## config.mk

```make
export PLATFORM = sky130hd
export DESIGN_NAME = mcb_fifo_reader
export DESIGN_NICKNAME = d
export VERILOG_FILES = /design/src/rtl/mcb_fifo_reader.sv
export SDC_FILE = /design/constraint.sdc
export NUM_CORES = 1
export LEC_CHECK = 0
export BUFFER_PORTS_ARGS = -buffer_cell sky130_fd_sc_hd__buf_2
export CAP_MARGIN = 30
export CORE_ASPECT_RATIO = 1.2
export CORE_MARGIN = 2
export CORE_UTILIZATION = 40
export CTS_CLUSTER_DIAMETER = 60
export DETAILED_ROUTE_END_ITERATION = 16
export HOLD_SLACK_MARGIN = 0.03
export PLACE_DENSITY_LB_ADDON = 0.3
export SLEW_MARGIN = 30
export SYNTH_ARGS = -nofsm -noshare
export SYNTH_HDL_FRONTEND = slang
export SYNTH_SLANG_ARGS = --single-unit
```

## constraint.sdc

```tcl
create_clock -name clk -period 5.1 [get_ports clk]
set_input_delay 1.02 -clock clk [delete_from_list [all_inputs] [get_ports clk]]
set_output_delay 1.02 -clock clk [all_outputs]
set_load 0.02 [all_outputs]
```

## src/rtl/mcb_fifo_reader.sv

```systemverilog
// Round-robin burst drain engine for NUM_CH channel FIFOs, feeding one valid/ready stream
// through a 2-entry fall-through buffer. Define MCB_RD_PARTIAL_BURST_EN to allow short bursts.
`timescale 1ns/1ps
module mcb_fifo_reader #(
  parameter int NUM_CH     = 4,
  parameter int DATA_WIDTH = 8,
  parameter int DEPTH      = 16,
  parameter int BURST_LEN  = 4
) (
  input  logic                                clk,
  input  logic                                reset,
  output logic [NUM_CH-1:0]                   fifo_rd_en,
  input  logic [NUM_CH*DATA_WIDTH-1:0]        fifo_data_out,
  input  logic [NUM_CH-1:0]                   fifo_empty,
  input  logic [NUM_CH*($clog2(DEPTH)+1)-1:0] fifo_usedw,
  output logic                                m_valid,
  input  logic                                m_ready,
  output logic [DATA_WIDTH-1:0]               m_data,
  output logic [$clog2(NUM_CH)-1:0]           m_ch,
  output logic                                m_first,
  output logic                                m_last
);
  localparam int UW  = $clog2(DEPTH) + 1;
  localparam int CHW = $clog2(NUM_CH);
  localparam int CW  = $clog2(BURST_LEN + 1);

  typedef enum logic [1:0] {S_IDLE, S_BURST, S_DRAIN} state_e;

  state_e          state_q, state_d;
  logic [CHW-1:0]  grant_q, grant_d, last_grant_q, last_grant_d;
  logic [CW-1:0]   len_q, len_d, issued_q, issued_d, returned_q, returned_d;
  logic            inflight_q;
  logic [1:0]      occ_q, occ_d;
  logic            wr_ptr_q, rd_ptr_q;

  logic [DATA_WIDTH-1:0] buf_data_q [2];
  logic [CHW-1:0]        buf_ch_q   [2];
  logic [1:0]            buf_first_q, buf_last_q;

  logic [NUM_CH-1:0] elig_full, elig;
  logic              pick_valid;
  logic [CHW-1:0]    pick_ch, rr_idx;
  logic [CW-1:0]     pick_len;

  logic                  rd_go, pop, store;
  logic [DATA_WIDTH-1:0] in_data;
  logic                  in_first, in_last;

  // NOTE: every signal written in an always_comb gets a default first, so no latch is inferred.
  always_comb begin
    elig_full = '0;
    for (int c = 0; c < NUM_CH; c++) begin
      elig_full[c] = !fifo_empty[c] && (fifo_usedw[c*UW +: UW] >= UW'(BURST_LEN));
    end
`ifdef MCB_RD_PARTIAL_BURST_EN
    elig = (|elig_full) ? elig_full : ~fifo_empty;
`else
    elig = elig_full;
`endif
  end

  // Search starts one past the last grant so every channel gets a turn.
  always_comb begin
    pick_valid = 1'b0;
    pick_ch    = '0;
    rr_idx     = '0;
    for (int i = 0; i < NUM_CH; i++) begin
      rr_idx = CHW'((int'(last_grant_q) + 1 + i) % NUM_CH);
      if (!pick_valid && elig[rr_idx]) begin
        pick_valid = 1'b1;
        pick_ch    = rr_idx;
      end
    end
  end

`ifdef MCB_RD_PARTIAL_BURST_EN
  logic [UW-1:0] pick_usedw;

  always_comb begin
    pick_usedw = fifo_usedw[pick_ch*UW +: UW];
    if (pick_usedw >= UW'(BURST_LEN)) pick_len = CW'(BURST_LEN);
    else if (pick_usedw == '0)        pick_len = CW'(1);
    else                              pick_len = CW'(pick_usedw);
  end
`else
  assign pick_len = CW'(BURST_LEN);
`endif

  // A read is only issued when a buffer slot is reserved for its returning word.
  always_comb begin
    rd_go = (state_q == S_BURST) && (issued_q < len_q) &&
            ((3'(occ_q) + 3'(inflight_q)) < 3'd2) && !fifo_empty[grant_q];
    fifo_rd_en          = '0;
    fifo_rd_en[grant_q] = rd_go;
  end

  assign in_data  = fifo_data_out[grant_q*DATA_WIDTH +: DATA_WIDTH];
  assign in_first = (returned_q == '0);
  assign in_last  = (returned_q == len_q - CW'(1));

  // Returning word falls through to the output when the buffer is empty.
  always_comb begin
    m_valid = (occ_q != 2'd0) || inflight_q;
    m_data  = '0;
    m_ch    = '0;
    m_first = 1'b0;
    m_last  = 1'b0;
    if (occ_q != 2'd0) begin
      m_data  = buf_data_q[rd_ptr_q];
      m_ch    = buf_ch_q[rd_ptr_q];
      m_first = buf_first_q[rd_ptr_q];
      m_last  = buf_last_q[rd_ptr_q];
    end else if (inflight_q) begin
      m_data  = in_data;
      m_ch    = grant_q;
      m_first = in_first;
      m_last  = in_last;
    end
  end

  assign pop   = m_valid && m_ready;
  assign store = inflight_q && !((occ_q == 2'd0) && pop);
  assign occ_d = occ_q + 2'(inflight_q) - 2'(pop);

  always_comb begin
    state_d      = state_q;
    grant_d      = grant_q;
    last_grant_d = last_grant_q;
    len_d        = len_q;
    issued_d     = issued_q + CW'(rd_go);
    returned_d   = returned_q + CW'(inflight_q);
    unique case (state_q)
      S_IDLE: begin
        if (pick_valid) begin
          grant_d      = pick_ch;
          last_grant_d = pick_ch;
          len_d        = pick_len;
          issued_d     = '0;
          returned_d   = '0;
          state_d      = S_BURST;
        end
      end
      S_BURST: if (issued_d == len_q) state_d = S_DRAIN;
      S_DRAIN: if ((returned_d == len_q) && (occ_d == 2'd0)) state_d = S_IDLE;
      default: state_d = S_IDLE;
    endcase
  end

  // NOTE: sequential state is updated with non-blocking assignments only.
  always_ff @(posedge clk or posedge reset) begin
    if (reset) begin
      state_q      <= S_IDLE;
      grant_q      <= '0;
      last_grant_q <= CHW'(NUM_CH - 1);
      len_q        <= CW'(BURST_LEN);
      issued_q     <= '0;
      returned_q   <= '0;
      inflight_q   <= 1'b0;
      occ_q        <= 2'd0;
      wr_ptr_q     <= 1'b0;
      rd_ptr_q     <= 1'b0;
    end else begin
      state_q      <= state_d;
      grant_q      <= grant_d;
      last_grant_q <= last_grant_d;
      len_q        <= len_d;
      issued_q     <= issued_d;
      returned_q   <= returned_d;
      inflight_q   <= rd_go;
      occ_q        <= occ_d;
      if (store)                    wr_ptr_q <= ~wr_ptr_q;
      if (pop && (occ_q != 2'd0))   rd_ptr_q <= ~rd_ptr_q;
    end
  end

  // NOTE: buffer storage is only observed while occ_q > 0, so it carries no reset.
  always_ff @(posedge clk) begin
    if (store) begin
      buf_data_q[wr_ptr_q]  <= in_data;
      buf_ch_q[wr_ptr_q]    <= grant_q;
      buf_first_q[wr_ptr_q] <= in_first;
      buf_last_q[wr_ptr_q]  <= in_last;
    end
  end

endmodule

```

==> results.sh, run 1 <==
export IMPL_outcome="completed"
export IMPL_nFillCells=477
export IMPL_tightest_slew_ns=0.7497
export IMPL_async_flop_share=0.4146
export IMPL_pin_count=76
export IMPL_final_cell_mix="buf_2, edfxtp_1, dfrtp_1"
export IMPL_root_buffer="clkbuf_8"
export IMPL_ys_warn_count=0
export IMPL_dr_pass1_iters=4
export IMPL_cts_setup_buffers=0
export IMPL_r2r_start="inflight_q"
export IMPL_row_count=29
export IMPL_fin_nets=312
export IMPL_synthesis_area_um2=2227
export IMPL_via_count=1670
export IMPL_post_cts_resize_count=0
export IMPL_pre_cts_ws_ns=1.767
export IMPL_tns_ns=0
export IMPL_fp_dieH_um=85.74
export IMPL_grtUsageTotal=0.1560
export IMPL_r2r_slack_ns=2.41
export IMPL_grt_first_pass_wirelength_um=7493
export IMPL_max_cap_violations=0
export IMPL_final_util=0.5060
export IMPL_hold_buffers=0
export IMPL_final_common_cell="buf_2"
export IMPL_drive_gt1_frac=0.3992
export IMPL_syn_num_nets=244
export IMPL_drtIter0Drc=102
export IMPL_worst_slack_ns=1.763
export IMPL_fmax_ghz=0.2997
export IMPL_p_per_area_nw_per_um2=545.1
export IMPL_ys_types=46
export IMPL_critPathArrivalTime_ns=2.32
export IMPL_cts_inserted_buffers=5
export IMPL_report_final_slew_viol_count=0
export IMPL_ys_seq_area_frac=0.5157
export IMPL_drc_errors=0
export IMPL_detail_route_vias_per_cell=5.387
export IMPL_ant_nets=0
export IMPL_peakVddDrop_mv=0.2202
export IMPL_htreeDepth=2
export IMPL_routed_wl_um=4519
export IMPL_clkTransAtPathRegs_ns=0.07
export IMPL_critPathLaunch="fifo_empty[3]"
export IMPL_portBuffers=67
export IMPL_antenna_found_initial=0
export IMPL_finalSetupViolCount=0
export IMPL_cts_sinks=41
export IMPL_synth_edf_count=24
export IMPL_cts_tree="built"
export IMPL_final_hold_violation_count=0
export IMPL_yosys_most_used_dff="edfxtp_1"
export IMPL_setup_worst_path_start_class="input port"
export IMPL_grt_pass1_vias=1635
export IMPL_grt_start_max_net_pins=26
export IMPL_reg2reg_depth=8
export IMPL_insertion_delay_ns=0.29
export IMPL_relSlewSlack=0.5002
export IMPL_antennaDiodeCount=0
export IMPL_critPathCapture="fifo_rd_en[0]"
export IMPL_avgSynthCellArea_um2=12.44
export IMPL_clockBufferDepth=2
export IMPL_p_total_mw=1.471
export IMPL_synth_cells=179
export IMPL_gp_congestion=0.8087
export IMPL_gr_total_overflow=0
export IMPL_rsz0062_at_grt="false"
export IMPL_min_path_type="flop to flop"
export IMPL_finClkSkew_ns=0.002397
export IMPL_cp_required_ns=4.08
export IMPL_critPathCaptureType="output pin"
export IMPL_r2r_end="state_q[1]"
export IMPL_crit_fanout=6
export IMPL_hpwlAfterDp_um=3331
export IMPL_fin_crit_ns=3.337
export IMPL_dieArea_um2=6183
export IMPL_critPathKind="input port to output pin"
export IMPL_power_leakage_nw=1.147
export IMPL_design_core_area_um2=5334
export IMPL_die_w_um=72.12
export IMPL_post_drt_wl_per_cell_um=14.58
export IMPL_initial_core_util=0.4175
export IMPL_areaGrowthSynthToFinish_pct=21.18
export IMPL_final_period_utilization=0.6542
export IMPL_synth_seq_cells=41
## power breakdown
| part | leakage (nW) | internal, mW | switching, mW | total, mW |
|---|---|---|---|---|
| registers | 0.424 | 0.484 | 0.121 | 0.605 |
| logic | 0.679 | 0.302 | 0.363 | 0.665 |
| clock network | 0.0450 | 0.0948 | 0.107 | 0.202 |
## area by class of cell
| class | count | area, µm² | area share |
|---|---|---|---|
| Multi-Input combinational cell | 125 | 1021 | 0.3783 |
| Sequential cell | 41 | 1149 | 0.4256 |
| Timing Repair Buffer | 69 | 350.3 | 0.1298 |
| Inverter | 5 | 18.77 | 0.006954 |
| Tap cell | 62 | 77.57 | 0.02874 |
| Clock inverter | 2 | 10.01 | 0.003709 |
| Clock buffer | 6 | 72.57 | 0.02689 |
## synth_stat cells, types with 3 or more instances
cell type  instances  share of area
inv_1              4         0.0067
dfrtp_1           15           0.17
mux2i_1           11          0.049
nor3_1             6          0.013
or3_1              4          0.011
edfxtp_1          24           0.32
nand3_1           10          0.022
o21ai_1           12          0.027
ha_1               6          0.034
xnor2_1            6          0.024
buf_2              3         0.0067
nor2_1            13          0.022
mux4_2             9          0.091
nand2_1            8          0.013
clkbuf_1           4         0.0067
and2_1             5          0.014
## per-stage QoR
step,cell area [µm²],cells,hold slack (ns)
after floorplan,2227,179,0.4368
after global placement,2614,302,0.4756
after detailed placement,2616,302,0.5064
after CTS,2699,310,0.5160
after global routing,2699,310,0.5342
final,2699,310,0.5119
## kinds of logic (layout without fill, tap and decap cells)
family	Yosys count	after routing	share of synthesized area
flops	41	41	0.5157
mux	20	20	0.1404
buf+inv	13	82	0.02696
simple gates	59	59	0.1461
xor+xnor	6	6	0.02360
compound gates	34	34	0.1135
fa+ha+maj	6	6	0.03371
## flip-flops by register name, indices dropped and copies added (netlist names), 2 cells and up
name,count
buf_data_q,16
buf_ch_q,4
issued_q,3
returned_q,3
buf_first_q,2
buf_last_q,2
grant_q,2
last_grant_q,2
occ_q,2
state_q,2
## worst max-delay path: stages
cell	delay, ns
buf_2	0.13
mux4_2	0.51
a211oi_4	0.27
nor3b_2	0.20
buf_2	0.18
## worst min-delay path by stage
| stage | from | endpoint | slack [ns] | depth (start not counted) |
|---|---|---|---|---|
| global placement | wr_ptr_q | wr_ptr_q | 0.48 | 1 |
| CTS | wr_ptr_q | wr_ptr_q | 0.52 | 1 |
| detailed placement | wr_ptr_q | wr_ptr_q | 0.51 | 1 |
| finish | wr_ptr_q | wr_ptr_q | 0.51 | 1 |
| floorplan | grant_q[0] | buf_ch_q[0][0] | 0.44 | 0 |
| global route | wr_ptr_q | wr_ptr_q | 0.53 | 1 |
## metal layers
metal | global-route usage | routed length (µm) | share of wire
met1 | 0.1928 | 1897 | 0.42
met2 | 0.2694 | 2292 | 0.51
met4 | 0.05146 | 52 | 0.012
met3 | 0.03290 | 276 | 0.061
met5 | 0 | 0 | 0
No activity file was read; power rests on OpenSTA's default activity.
==> run 2: changes to the inputs <==
--- a/config.mk
+++ b/config.mk
@@ -5,6 +5,7 @@
 export SDC_FILE = /design/constraint.sdc
 export NUM_CORES = 1
 export LEC_CHECK = 0
+export ABC_AREA = 1
 export BUFFER_PORTS_ARGS = -buffer_cell sky130_fd_sc_hd__buf_2
 export CAP_MARGIN = 30
 export CORE_ASPECT_RATIO = 1.2
==> constraint.sdc (replaced) <==
create_clock -name clk -period 3 [get_ports clk]
set_input_delay 0.6 -clock clk [delete_from_list [all_inputs] [get_ports clk]]
set_output_delay 0.6 -clock clk [all_outputs]
set_load 0.02 [all_outputs]
==> results.sh, run 2 <==
export IMPL_outcome="completed"
export IMPL_critPathKind="flop to output pin"
export IMPL_peakVddDrop_mv=0.4726
export IMPL_critPathCaptureType="output pin"
export IMPL_crit_fanout=5
export IMPL_drive_gt1_frac=0.2730
export IMPL_die_w_um=73.54
export IMPL_via_count=2066
export IMPL_hold_buffers=0
export IMPL_root_buffer="clkbuf_8"
export IMPL_antenna_found_initial=0
export IMPL_final_hold_violation_count=0
export IMPL_ant_nets=0
export IMPL_synth_edf_count=24
export IMPL_clockBufferDepth=2
export IMPL_fin_hold_ws_ns=0.3738
export IMPL_dieArea_um2=6430
export IMPL_fmax_ghz=0.3742
export IMPL_worst_slack_ns=0.3275
export IMPL_final_period_utilization=0.8908
export IMPL_ys_types=32
export IMPL_report_final_slew_viol_count=0
export IMPL_ys_seq_area_frac=0.4949
export IMPL_tightest_slew_ns=0.6489
export IMPL_initial_core_util=0.4122
export IMPL_gr_total_overflow=0
export IMPL_post_cts_resize_count=0
export IMPL_drtIter0Drc=126
export IMPL_p_per_area_nw_per_um2=1042
export IMPL_p_total_mw=2.984
export IMPL_avgSynthCellArea_um2=8.502
export IMPL_dr_pass1_iters=4
export IMPL_clkTransAtPathRegs_ns=0.09
export IMPL_cts_tree="built"
export IMPL_cp_required_ns=2.40
export IMPL_fin_crit_ns=2.673
export IMPL_row_count=30
export IMPL_areaGrowthSynthToFinish_pct=23.40
export IMPL_htreeDepth=2
export IMPL_final_common_cell="buf_2"
export IMPL_synthTopCellsByArea="edfxtp_1, dfrtp_1, nand2_1"
export IMPL_drc_errors=0
export IMPL_design_core_area_um2=5630
export IMPL_grtUsageTotal=0.1735
export IMPL_rsz0062_at_grt="false"
export IMPL_setup_worst_path_start_class="flop"
export IMPL_post_drt_wl_per_cell_um=12.55
export IMPL_pin_count=76
export IMPL_finClkSkew_ns=0.01493
export IMPL_grt_pass1_vias=1913
export IMPL_antennaDiodeCount=0
export IMPL_synth_top_area_frac=0.3105
export IMPL_max_cap_violations=0
export IMPL_final_util=0.5087
export IMPL_grt_first_pass_wirelength_um=8542
export IMPL_nFillCells=572
export IMPL_synth_seq_cells=41
export IMPL_pre_cts_ws_ns=0.4930
export IMPL_cts_setup_buffers=0
export IMPL_gp_congestion=0.8696
export IMPL_fin_nets=412
export IMPL_fp_dieH_um=87.45
export IMPL_synthTopCellsByCount="nand2_1, nor2_1, inv_1, edfxtp_1, o21ai_0"
export IMPL_relSlewSlack=0.5669
export IMPL_min_path_type="input port to async pin"
export IMPL_ys_warn_count=0
export IMPL_synthDominantAreaCellType="edfxtp_1"
export IMPL_yosysMostFrequentCell="nand2_1"
export IMPL_synthesis_area_um2=2321
export IMPL_routed_wl_um=5169
export IMPL_cts_sinks=41
export IMPL_syn_num_nets=338
export IMPL_hpwlAfterDp_um=3972
export IMPL_tns_ns=0
export IMPL_top_register="buf_data_q"
export IMPL_final_cell_mix="buf_2, nand2_1, nor2_1"
export IMPL_largest_reg_flops=16
export IMPL_insertion_delay_ns=0.30
export IMPL_portBuffers=67
export IMPL_async_flop_share=0.4146
export IMPL_detail_route_vias_per_cell=5.015
export IMPL_synth_cells=273
export IMPL_reg_largest_list="buf_data_q (16), buf_ch_q (4)"
export IMPL_cts_inserted_buffers=5
export IMPL_finalSetupViolCount=0
export IMPL_critPathArrivalTime_ns=2.07
export IMPL_grt_start_max_net_pins=18
export IMPL_yosys_most_used_dff="edfxtp_1"
export IMPL_power_leakage_nw=1.398
## run 2: changes by cell type in the layout (fill, tap and decap cells not counted), sizes merged, moves of 7 or more
| cell | previous run | this run |
|---|---|---|
| mux2i | 11 | 0 |
| mux4 | 9 | 0 |
| nor3 | 8 | 1 |
| nand3 | 10 | 23 |
| nor2 | 13 | 42 |
| nand2 | 8 | 60 |
| inv | 5 | 38 |
| o21ai | 12 | 25 |
| a22oi | 1 | 12 |
## run 2: where the power goes
part | total, mW | switching, mW | internal (mW)
Sequential | 0.966 | 0.137 | 0.828
Clock | 0.427 | 0.189 | 0.238
Combinational | 1.59 | 1.05 | 0.546
## run 2: layout make-up
cell class	instances	area [µm²]	share of cell area
clock buffers	7	107.6	0.03757
clock inverters	1	6.256	0.002184
inverters	37	141.4	0.04937
multi-input cells	189	999.7	0.3491
flip-flops and latches	41	1149	0.4010
well taps	64	80.08	0.02796
repair buffers	73	380.4	0.1328
## run 2: final timing paths
| check | from | end | slack, ns | cells after the start |
|---|---|---|---|---|
| setup reg to reg | inflight_q | state_q[1] | 0.72 | 8 |
| hold reg to reg | last_grant_q[1] | last_grant_q[1] | 0.54 | 2 |
| max in group asynchronous | reset | grant_q[0] | 2.19 | 2 |
| min in group clk | last_grant_q[1] | last_grant_q[1] | 0.54 | 2 |
| hold / removal | reset | occ_q[0] | 0.37 | 2 |
| setup / recovery | inflight_q | fifo_rd_en[2] | 0.33 | 6 |
## run 2: cell families after synthesis
| kind of cell | synth area share |
|---|---|
| flops | 0.4949 |
| compound gates | 0.1175 |
| fa+ha+maj | 0.03234 |
| xor+xnor | 0.02965 |
| buf+inv | 0.07439 |
| simple gates | 0.2512 |
## run 2: stage by stage
| stage | area (µm²) | std cells |
|---|---|---|
| after floorplan | 2321 | 273 |
| after global placement | 2750 | 404 |
| after detailed placement | 2750 | 404 |
| after CTS | 2864 | 412 |
| after global routing | 2864 | 412 |
| final | 2864 | 412 |
## run 2: worst max-delay path, stage by stage, from the launching register on
cell	delay [ns]
dfrtp_1	0.44
a21oi_1	0.20
nand2_1	0.10
nor4_1	0.51
inv_1	0.18
nor2_1	0.15
buf_2	0.19
## run 2: metal layers
layer	share of wire	track usage	wire length (µm)
met4	0.017	0.06777	86
met5	0	0	0
met2	0.52	0.3076	2692
met1	0.42	0.2066	2181
met3	0.040	0.02778	209
